[src/rtl/cordic_host_sequencer.sv]
// cordic_host_sequencer: queues operand requests, runs them one at a time through the CORDIC
// core's start/done handshake and returns results in order. CORDIC_SEQ_TIMEOUT_EN adds a watchdog.
module cordic_host_sequencer #(
  parameter int DATA_W         = 8,
  parameter int FIFO_DEPTH     = 4,
  parameter int TIMEOUT_CYCLES = 32
) (
  input  logic              clka,
  input  logic              reset_n,
  input  logic              req_valid,
  output logic              req_ready,
  input  logic              req_mode,
  input  logic [DATA_W-1:0] req_x,
  input  logic [DATA_W-1:0] req_y,
  output logic              rsp_valid,
  input  logic              rsp_ready,
  output logic [DATA_W-1:0] rsp_p0,
  output logic [DATA_W-1:0] rsp_p1,
  output logic              rsp_err,
  output logic              cordic_start,
  output logic              cordic_mode,
  output logic [DATA_W-1:0] cordic_port0,
  output logic [DATA_W-1:0] cordic_port1,
  output logic              cordic_reset,
  input  logic              cordic_done,
  input  logic [DATA_W-1:0] cordic_out0,
  input  logic [DATA_W-1:0] cordic_out1,
  output logic              busy
);
  localparam int PTR_W = (FIFO_DEPTH > 1) ? $clog2(FIFO_DEPTH) : 1;
  localparam int CNT_W = PTR_W + 1;
  localparam int ENT_W = 2 * DATA_W + 1;
  localparam logic [CNT_W-1:0] FULL_CNT = CNT_W'(FIFO_DEPTH);

  typedef enum logic [1:0] {
    ST_IDLE   = 2'd0,
    ST_LAUNCH = 2'd1,
    ST_WAIT   = 2'd2,
    ST_RESP   = 2'd3
  } state_t;

  logic [ENT_W-1:0]  fifo_mem_r [FIFO_DEPTH];
  logic [PTR_W-1:0]  wr_ptr_r;
  logic [PTR_W-1:0]  rd_ptr_r;
  logic [CNT_W-1:0]  count_r;
  logic              run_r;
  state_t            state_r;
  logic              start_r;
  logic              mode_r;
  logic [DATA_W-1:0] port0_r;
  logic [DATA_W-1:0] port1_r;
  logic              rsp_valid_r;
  logic [DATA_W-1:0] rsp_p0_r;
  logic [DATA_W-1:0] rsp_p1_r;
  logic              push_s;
  logic              pop_s;
  logic              full_s;
  logic              empty_s;
  logic [ENT_W-1:0]  head_s;

`ifdef CORDIC_SEQ_TIMEOUT_EN
  localparam int TMR_W = $clog2(TIMEOUT_CYCLES + 1);
  localparam logic [TMR_W-1:0] TMR_LAST = TMR_W'(TIMEOUT_CYCLES - 1);
  logic [TMR_W-1:0] timer_r;
  logic             rsp_err_r;
  logic             core_rst_r;
`endif

  // Queue status and handshake qualifiers, all decoded from registered state.
  always_comb begin
    full_s  = (count_r == FULL_CNT);
    empty_s = (count_r == {CNT_W{1'b0}});
    push_s  = req_valid && run_r && !full_s;
    pop_s   = (state_r == ST_IDLE) && !empty_s;
    head_s  = fifo_mem_r[rd_ptr_r];
  end

  // Request queue storage, pointers and occupancy.
  always_ff @(posedge clka or negedge reset_n) begin
    if (!reset_n) begin
      wr_ptr_r <= '0;
      rd_ptr_r <= '0;
      count_r  <= '0;
      run_r    <= 1'b0;
      for (int i = 0; i < FIFO_DEPTH; i++) begin
        fifo_mem_r[i] <= '0;
      end
    end else begin
      run_r <= 1'b1;
      if (push_s) begin
        fifo_mem_r[wr_ptr_r] <= {req_mode, req_x, req_y};
        wr_ptr_r             <= wr_ptr_r + PTR_W'(1);
      end
      if (pop_s) begin
        rd_ptr_r <= rd_ptr_r + PTR_W'(1);
      end
      case ({push_s, pop_s})
        2'b10:   count_r <= count_r + CNT_W'(1);
        2'b01:   count_r <= count_r - CNT_W'(1);
        default: count_r <= count_r;
      endcase
    end
  end

  // Job sequencer: pop, launch, wait for done (or watchdog expiry), hold the response.
  always_ff @(posedge clka or negedge reset_n) begin
    if (!reset_n) begin
      state_r     <= ST_IDLE;
      start_r     <= 1'b0;
      mode_r      <= 1'b0;
      port0_r     <= '0;
      port1_r     <= '0;
      rsp_valid_r <= 1'b0;
      rsp_p0_r    <= '0;
      rsp_p1_r    <= '0;
`ifdef CORDIC_SEQ_TIMEOUT_EN
      timer_r     <= '0;
      rsp_err_r   <= 1'b0;
      core_rst_r  <= 1'b0;
`endif
    end else begin
      start_r <= 1'b0;
`ifdef CORDIC_SEQ_TIMEOUT_EN
      core_rst_r <= 1'b0;
`endif
      case (state_r)
        ST_IDLE: begin
          if (pop_s) begin
            {mode_r, port0_r, port1_r} <= head_s;
            start_r <= 1'b1;
            state_r <= ST_LAUNCH;
          end
        end
        ST_LAUNCH: begin
`ifdef CORDIC_SEQ_TIMEOUT_EN
          timer_r <= '0;
`endif
          state_r <= ST_WAIT;
        end
        ST_WAIT: begin
          // A done arriving on the expiry cycle still delivers the real result.
          if (cordic_done) begin
            rsp_p0_r    <= cordic_out0;
            rsp_p1_r    <= cordic_out1;
            rsp_valid_r <= 1'b1;
`ifdef CORDIC_SEQ_TIMEOUT_EN
            rsp_err_r   <= 1'b0;
`endif
            state_r     <= ST_RESP;
          end
`ifdef CORDIC_SEQ_TIMEOUT_EN
          else if (timer_r == TMR_LAST) begin
            rsp_p0_r    <= '0;
            rsp_p1_r    <= '0;
            rsp_err_r   <= 1'b1;
            core_rst_r  <= 1'b1;
            rsp_valid_r <= 1'b1;
            state_r     <= ST_RESP;
          end else begin
            timer_r <= timer_r + TMR_W'(1);
          end
`endif
        end
        ST_RESP: begin
          if (rsp_ready) begin
            rsp_valid_r <= 1'b0;
`ifdef CORDIC_SEQ_TIMEOUT_EN
            rsp_err_r   <= 1'b0;
`endif
            state_r     <= ST_IDLE;
          end
        end
        default: state_r <= ST_IDLE;
      endcase
    end
  end

  assign req_ready    = run_r && !full_s;
  assign busy         = (state_r != ST_IDLE) || !empty_s;
  assign rsp_valid    = rsp_valid_r;
  assign rsp_p0       = rsp_p0_r;
  assign rsp_p1       = rsp_p1_r;
  assign cordic_start = start_r;
  assign cordic_mode  = mode_r;
  assign cordic_port0 = port0_r;
  assign cordic_port1 = port1_r;

`ifdef CORDIC_SEQ_TIMEOUT_EN
  assign rsp_err      = rsp_err_r;
  assign cordic_reset = core_rst_r;
`else
  logic unused_tmo_s;
  assign unused_tmo_s = (TIMEOUT_CYCLES > 0);
  assign rsp_err      = 1'b0;
  assign cordic_reset = 1'b0;
`endif

endmodule
[config.mk]
export PLATFORM = sky130hd
export DESIGN_NAME = cordic_host_sequencer
export DESIGN_NICKNAME = d
export VERILOG_FILES = /design/src/rtl/cordic_host_sequencer.sv
export SDC_FILE = /design/constraint.sdc
export NUM_CORES = 1
export LEC_CHECK = 0
export ABC_AREA = 1
export CAP_MARGIN = 20
export CORE_AREA = 2 2 106 118
export DETAILED_ROUTE_END_ITERATION = 12
export DIE_AREA = 0 0 108 120
export PLACE_DENSITY = 0.8
export REMOVE_ABC_BUFFERS = 1
export SYNTH_ARGS = -nofsm -noshare
export SYNTH_HDL_FRONTEND = slang
export SYNTH_SLANG_ARGS = --single-unit
[constraint.sdc]
create_clock -name clka -period 2.2 [get_ports clka]
set_input_delay 0.33 -clock clka [delete_from_list [all_inputs] [get_ports clka]]
set_output_delay 0.33 -clock clka [all_outputs]
set_load 0.005 [all_outputs]
; ---- Word-level counts from Yosys, hierarchy flattened
; Index checks and enable logic that the tools add are counted.
[word_totals]
regBits = 113
out_inout_bits = 39
input_bits = 38
wordCells = 67
[classes]
order_cmp = 3
mux = 16
n_reduce_logical = 17
n_bitwise = 2
add_sub_neg = 4
n_eq_ne = 9
[op_table]
columns = cell, n
row1 = $bwmux W68, 1
row2 = $mux W17, 3
row3 = $bmux W17 S2, 1
row4 = $demux W17 S2, 1
row5 = $pmux W2 S4, 1
row6 = $eq A2 B2 Y1 const B, 3
row7 = $ge A3 B3 Y1 const B, 2
row8 = $mux W2, 3
row9 = $ne A2 B2 Y1 const B, 3
row10 = $not A2 Y3, 2
row11 = $pmux W3 S2, 1
row12 = $reduce_and A3 Y1, 2
row13 = $reduce_bool A2 Y1, 3
row14 = $logic_and A1 B1 Y1, 5
row15 = $add A2 B1 Y2 const B, 2
row16 = $eq A2 B1 Y1 const B, 2
row17 = $mux W1, 4
row18 = $reduce_and A2 Y1, 2
row19 = $add A3 B1 Y3 const B, 1
row20 = $eq A3 B3 Y1 const B, 1
row21 = $logic_not A3 Y1, 1
row22 = $lt A3 B1 Y1 const B, 1
row23 = $sub A3 B1 Y3 const B, 1
row24 = $logic_not A1 Y1, 2
row25 = other kinds (3), 3

; ---- Logic depth before layout (Yosys ltp)
; Gate-level depths: netlist of the first run.
[logic_depth]
ltp_word = 6
ltp_mapped = 12
ltp_nobuf = 11

; ---- Worst setup path before layout of the first run
; OpenSTA, ideal clock, no wires.
[synth_path]
path_kind = reg2reg
start = register state_r[0]
end = register count_r[2]
setup_time_ps = 123
t_arrival_ps = 1812
synth_period_minus_slack_ps = 1934
slack_ps = 266
path_stages_with_launch = 12
path_buffers = 1
path_cell_list = dfrtp_1 > inv_1 > ha_1 > nand2_1 > inv_2 > buf_6 > ha_1 > inv_1 > fa_1 > nand2_1 > nand3_1 > xor2_1
[synth_between]
elab_chain_cells = 4
[synth_lines]
columns = element, line_no
row1 = "start, declared", 47  ; state_t state_r;
row2 = "start signal, assigned", 108  ; state_r <= ST_IDLE;
row3 = "start signal, assigned", 131  ; state_r <= ST_LAUNCH;
row4 = "start signal, assigned", 138  ; state_r <= ST_WAIT;
row5 = $logic_not A2 Y1 (*), 74  ; pop_s = (state_r == ST_IDLE) && !empty_s;
row6 = $logic_and A1 B1 Y1 (*), 74
row7 = via pop_s, 56  ; logic pop_s;
row8 = $eq A2 B1 Y1 / $eq A2 B2 Y1 (equally long branches), 97  ; case ({push_s, pop_s})
row9 = $pmux W3 S2 / $reduce_bool A2 Y1 (equally long branches), n/a
row10 = "end signal, assigned", 98  ; 2'b10: count_r <= count_r + CNT_W'(1);
row11 = "end signal, assigned", 99  ; 2'b01: count_r <= count_r - CNT_W'(1);
row12 = "end signal, assigned", 100  ; default: count_r <= count_r;
row13 = "end, declared", 45  ; logic [CNT_W-1:0] count_r;
; The timed path passes the listed nets; every way through them passes the cells marked *.
; A chain may end at the register's enable or synchronous reset.

; ---- Worst setup path after layout of the first run
[layout_path]
start = register state_r[0]
end = output busy
[layout_between]
elab_chain_cells = 2
[layout_lines]
columns = element, line_no
row1 = $reduce_bool A2 Y1, 179  ; assign busy = (state_r != ST_IDLE) || !empty_s;
row2 = $logic_or A1 B1 Y1, 179
row3 = "end, declared", 28  ; output logic busy
; No other way between the ends.

==> results.json, run 1 <==
{
  "status": "finished, final reports clean",
  "seqCellArea_sq_um": 2830,
  "fin_worst_skew_ns": 0.00673,
  "drive_gt1_share_pct": 12.6,
  "insertion_delay_ns": 0.41,
  "ant_nets": 0,
  "io_pins": 77,
  "fmax_ghz": 0.482,
  "maxCapViolCount": 0,
  "totalWireLength_um": 13700,
  "synth.distinct_cells": 26,
  "place_area_sq_um": 6570,
  "antenna_cells": 0,
  "rows": 42,
  "final_cell_mix": "299 x nand2_1, 113 x dfrtp_1, 82 x inv_1, 73 x clkdlybuf4s50_1, 68 x nand4_1",
  "ys_seq_area_share_pct": 49.1,
  "rr_startpoint": "state_r[0]",
  "crit_fanout": 4,
  "h-tree-depth": 4,
  "min_path_type": "in2async",
  "fp.coreArea_sq_um": 11800,
  "r2r_slack_ns": 0.38,
  "syn_avg_cell_area_sq_um": 8.00,
  "cts-root-buf": "clkbuf_16",
  "max_slew_margin_pct": 56.6,
  "final.fill_count": 998,
  "finalHoldViolCount": 0,
  "finalNonFillerCells": 953,
  "rsz0062_at_grt": "false",
  "slew_violations": 0,
  "final_design_area_no_fill_sq_um": 7280,
  "grt_usage_pct": 22.5,
  "cp_data_required_time_ns": 1.87,
  "port_buffers": 74,
  "fin_setup_tns_ns": 0,
  "vias": 4843,
  "cp.arrival_ns": 1.74,
  "dp_hpwl_um": 7960,
  "power_density_nw_per_um2": 1570,
  "cts.clk_slew.worst_paths_ns": 0.06,
  "grt_pass1_wl_um": 22700,
  "layout_min_cycle_time_ns": 2.07,
  "routedWlPerCell_um": 14.4,
  "grt_max_degree": 74,
  "start_util_pct": 48.7,
  "critPathCaptureType": "output port",
  "crit_type": "reg2out",
  "netlist_area_sq_um": 5760,
  "synth_seq_cells": 113,
  "finalPower_mw": 11.4,
  "cts_resized": 0,
  "multi_input_area_sq_um": 2310,
  "setup_viol": 0,
  "startpoint_type": "flop",
  "peakVddDrop_uv": 875,
  "overflow": 0,
  "worstMarginPinSlew_ns": 0.651,
  "drtIter0Drc": 312,
  "p_leak_nw": 3.85,
  "first_pass_iters": 4,
  "antenna_found_initial": 0,
  "cts_buffer_depth": 2,
  "cts_tree": "yes",
  "die_h_um": 120,
  "yosysWarnings": 0,
  "cts_sinks": 113,
  "drt-vias-per-instance": 5.08,
  "cp-startpoint": "state_r[0]",
  "syn_inst": 720,
  "die_area_sq_um": 13000,
  "fp.dieW_um": 108,
  "cts_inserted_buffers": 17,
  "dp_cells": 921,
  "layout_commonest_cell": "nand2_1",
  "nets": 834,
  "drc": 0,
  "first_global_vias": 4790,
  "area_growth_pct": 26.4,
  "utilization_pct": 61.6,
  "finalCritPeriodShare_pct": 94.2,
  "gp_congestion": 0.758
}
## synth_stat cells
cell,count,area (sq um)
a21boi_0,1,7.51
buf_1,1,3.75
buf_12,5,100
buf_2,27,135
buf_4,5,37.5
buf_6,1,11.3
clkbuf_1,6,22.5
clkinv_1,1,3.75
conb_1,2,7.51
dfrtp_1,113,2830
fa_1,1,20.0
ha_1,8,100
inv_1,83,312
inv_2,2,7.51
nand2_1,299,1120
nand2_2,41,257
nand2_4,1,11.3
nand3_1,39,195
nand3_4,4,70.1
nand4_1,68,425
nor2_1,1,3.75
nor2_4,1,11.3
o21ai_0,3,15.0
or2_2,2,12.5
xnor2_1,2,17.5
xor2_1,3,26.3
## power by group
group	internal, mW	switching, mW	total [mW]
sequential	3.06	0.590	3.65
combinational	1.83	2.65	4.47
clock	2.35	0.934	3.28
total	7.23	4.17	11.4
## logic make-up (layout without fill, tap and decap cells)
group	count (synthesis)	in the layout	synth area share, %
and+or+nand+nor	456	456	36.6
buffers and inverters	131	209	11.0
DFF	113	113	49.1
adders and majority gates	9	9	2.08
xor gates and xnor gates	5	5	0.760
AOI/OAI and AO/OA	4	4	0.391
other	2	3	0.130
## state kept, by name (all words and copies together), names as in the netlist
| signal | cells |
|---|---|
| cordic_mode | 1 |
| cordic_port0 | 8 |
| cordic_port1 | 8 |
| cordic_start | 1 |
| count_r | 3 |
| fifo_mem_r | 68 |
| rd_ptr_r | 2 |
| rsp_p0 | 8 |
| rsp_p1 | 8 |
| rsp_valid | 1 |
| run_r | 1 |
| state_r | 2 |
| wr_ptr_r | 2 |
## routing by layer
metal | GRT usage (%) | wire length (um)
met1 | 27.5 | 5750
met2 | 38.4 | 6770
met3 | 6.63 | 965
met4 | 6.81 | 189
met5 | 0 | 0
## critical path: stages (launching register included)
cell	delay, ns
dfrtp_1	0.37
inv_1	0.07
ha_1	0.21
nand3_1	0.16
clkdlybuf4s50_1	0.53
## cell type report
class | count | area share [%]
flip-flops and latches | 113 | 38.8
multi-input cells | 477 | 31.7
repair buffers | 92 | 12.7
clock buffers | 21 | 6.60
inverters | 86 | 4.43
clock inverters | 10 | 3.13
well taps | 154 | 2.65
## stage by stage
stage | hold slack, ns | setup WS, ns
global placement | 0.223 | 0.242
finish | 0.341 | 0.127
floorplan | 0.0344 | -0.482
detailed placement | 0.224 | 0.223
global route | 0.356 | 0.0331
CTS | 0.339 | 0.104
## path summary, 6_finish.rpt
| path | endpoint | cells after the start |
|---|---|---|
| setup / recovery | busy | 4 |
| setup reg to reg | count_r[2] | 10 |
| hold reg to reg | fifo_mem_r[22] | 2 |
| hold / removal | cordic_port1[6] | 2 |
| max in group asynchronous | cordic_port1[1] | 3 |
| min in group clka | rsp_p1[1] | 3 |
## timing repair
action,in CTS,in global routing
hold buffers,1,0
setup buffers,0,0
endpoints found under the hold margin,16,0
Power figures use the tool's default switching activity.
==> run 2, diff against run 1 <==
--- a/config.mk
+++ b/config.mk
@@ -11,6 +11,7 @@
 export DETAILED_ROUTE_END_ITERATION = 12
 export DIE_AREA = 0 0 108 120
 export PLACE_DENSITY = 0.8
+export RECOVER_POWER = 100
 export REMOVE_ABC_BUFFERS = 1
 export SYNTH_ARGS = -nofsm -noshare
 export SYNTH_HDL_FRONTEND = slang
==> results.json, run 2 (synthesis gave the netlist of run 1 again) <==
{
  "fmax_ghz": 0.482,
  "layout_commonest_cell": "nand2_1",
  "rr_startpoint": "count_r[1]",
  "fin_worst_skew_ns": 0.00710,
  "peakVddDrop_uv": 859,
  "h-tree-depth": 4,
  "gp_congestion": 0.758,
  "cts_sinks": 113,
  "drc": 0,
  "setup_slack_ns": 0.125,
  "dp_hpwl_um": 7960,
  "p_leak_nw": 3.88,
  "slew_violations": 0,
  "min_from": "cordic_out1[1]",
  "cts_buffer_depth": 2,
  "place_ws_ns": 0.223,
  "worstReg2RegEnd": "fifo_mem_r[1]",
  "grt_pass1_wl_um": 22700,
  "fp.dieW_um": 108,
  "vias": 4817,
  "min_to": "rsp_p1[1]",
  "cp_data_required_time_ns": 1.87,
  "rows": 42,
  "die_area_sq_um": 13000,
  "cts_tree": "yes",
  "first_pass_iters": 4,
  "finalHoldViolCount": 0,
  "crit_fanout": 4,
  "area_growth_pct": 25.4,
  "grt_max_degree": 74,
  "status": "finished, final reports clean",
  "rsz0062_at_grt": "false",
  "post_cts_buffers": 0,
  "port_buffers": 74,
  "min_path_type": "in2reg",
  "grt_usage_pct": 22.5,
  "max_slew_margin_pct": 27.8,
  "fp.coreArea_sq_um": 11800,
  "drive_gt1_share_pct": 11.8,
  "worstMarginPinSlew_ns": 1.08,
  "critPathCaptureType": "output port",
  "cts-root-buf": "clkbuf_16",
  "place_area_sq_um": 6570,
  "die_h_um": 120,
  "setup_viol": 0,
  "nets": 834,
  "drt-vias-per-instance": 5.05,
  "largest_register": "fifo_mem_r",
  "first_global_vias": 4790,
  "start_util_pct": 48.7,
  "cts.clk_slew.worst_paths_ns": 0.06,
  "ant_nets": 0,
  "finalPower_mw": 11.2,
  "layout_min_cycle_time_ns": 2.08,
  "insertion_delay_ns": 0.41,
  "antenna_found_initial": 0,
  "power_density_nw_per_um2": 1550,
  "cts_inserted_buffers": 17,
  "finalNonFillerCells": 953,
  "final_cell_mix": "303 x nand2_1, 113 x dfrtp_1, 83 x inv_1, 68 x nand4_1, 39 x nand3_1",
  "cp.arrival_ns": 1.75,
  "crit_type": "reg2out",
  "r2r_cells": 7,
  "startpoint_type": "flop",
  "dp_cells": 921,
  "holdPathStages": 3,
  "drtIter0Drc": 347,
  "antenna_cells": 0,
  "overflow": 0,
  "io_pins": 77,
  "largest_reg_flops": 68,
  "totalWireLength_um": 13700,
  "routedWlPerCell_um": 14.4,
  "final_design_area_no_fill_sq_um": 7230,
  "r2r_slack_ns": 0.17,
  "maxCapViolCount": 0,
  "finalCritPeriodShare_pct": 94.3
}
==> run 2: timing repair <==
| action | 4_1_cts | 5_1_grt |
|---|---|---|
| gates resized for setup | 0 | 0 |
| hold buffers | 1 | 0 |
| endpoints found under the hold margin | 16 | 0 |
==> run 2: worst max-delay path by stage <==
stage,from,end,slack [ns]
floorplan,req_valid,count_r[1],-0.48
global placement,req_valid,count_r[2],0.24
detailed placement,req_valid,count_r[2],0.22
CTS,state_r[0],busy,0.10
global route,state_r[0],busy,0.03
finish,state_r[0],busy,0.12
==> run 2: stage by stage <==
| step | hold slack, ns | util (%) | setup TNS [ns] |
|---|---|---|---|
| 6_report | 0.448 | 61.1 | 0 |
| 4_1_cts | 0.339 | 61.6 | 0 |
| 5_1_grt | 0.452 | 61.1 | 0 |
| 3_3_place_gp | 0.223 | 55.5 | 0 |
| 3_5_place_dp | 0.224 | 55.5 | 0 |
| 2_1_floorplan | 0.0344 | - | -2.66 |
==> run 2: layout make-up <==
cell class	count	area (sq um)
tap	154	193
multi-input combinational	477	2300
sequential	113	2830
inverter	86	323
clock buffer	21	480
fill	1008	4600
clock inverter	10	228
timing repair buffer	92	878
==> run 2: where the power goes <==
group | switching, mW | internal, mW | total [mW]
registers | 0.573 | 3.06 | 3.63
logic | 2.64 | 1.67 | 4.31
clock network | 0.934 | 2.35 | 3.28
total | 4.15 | 7.08 | 11.2
==> run 2: metal layers <==
layer / part of all wire, % / global-route usage [%] / vias up
met5: 0 / 0 / -
met4: 1.3 / 6.81 / 0
met3: 7.4 / 6.63 / 16
met2: 49 / 38.4 / 155
met1: 42 / 27.5 / 2272
li1: - / - / 2374
==> run 2: critical path, cell delays in order (launching register included) <==
cell             delay, ns
dfrtp_1               0.37
inv_1                 0.07
ha_1                  0.21
nand3_1               0.16
clkdlybuf4s50_1       0.53
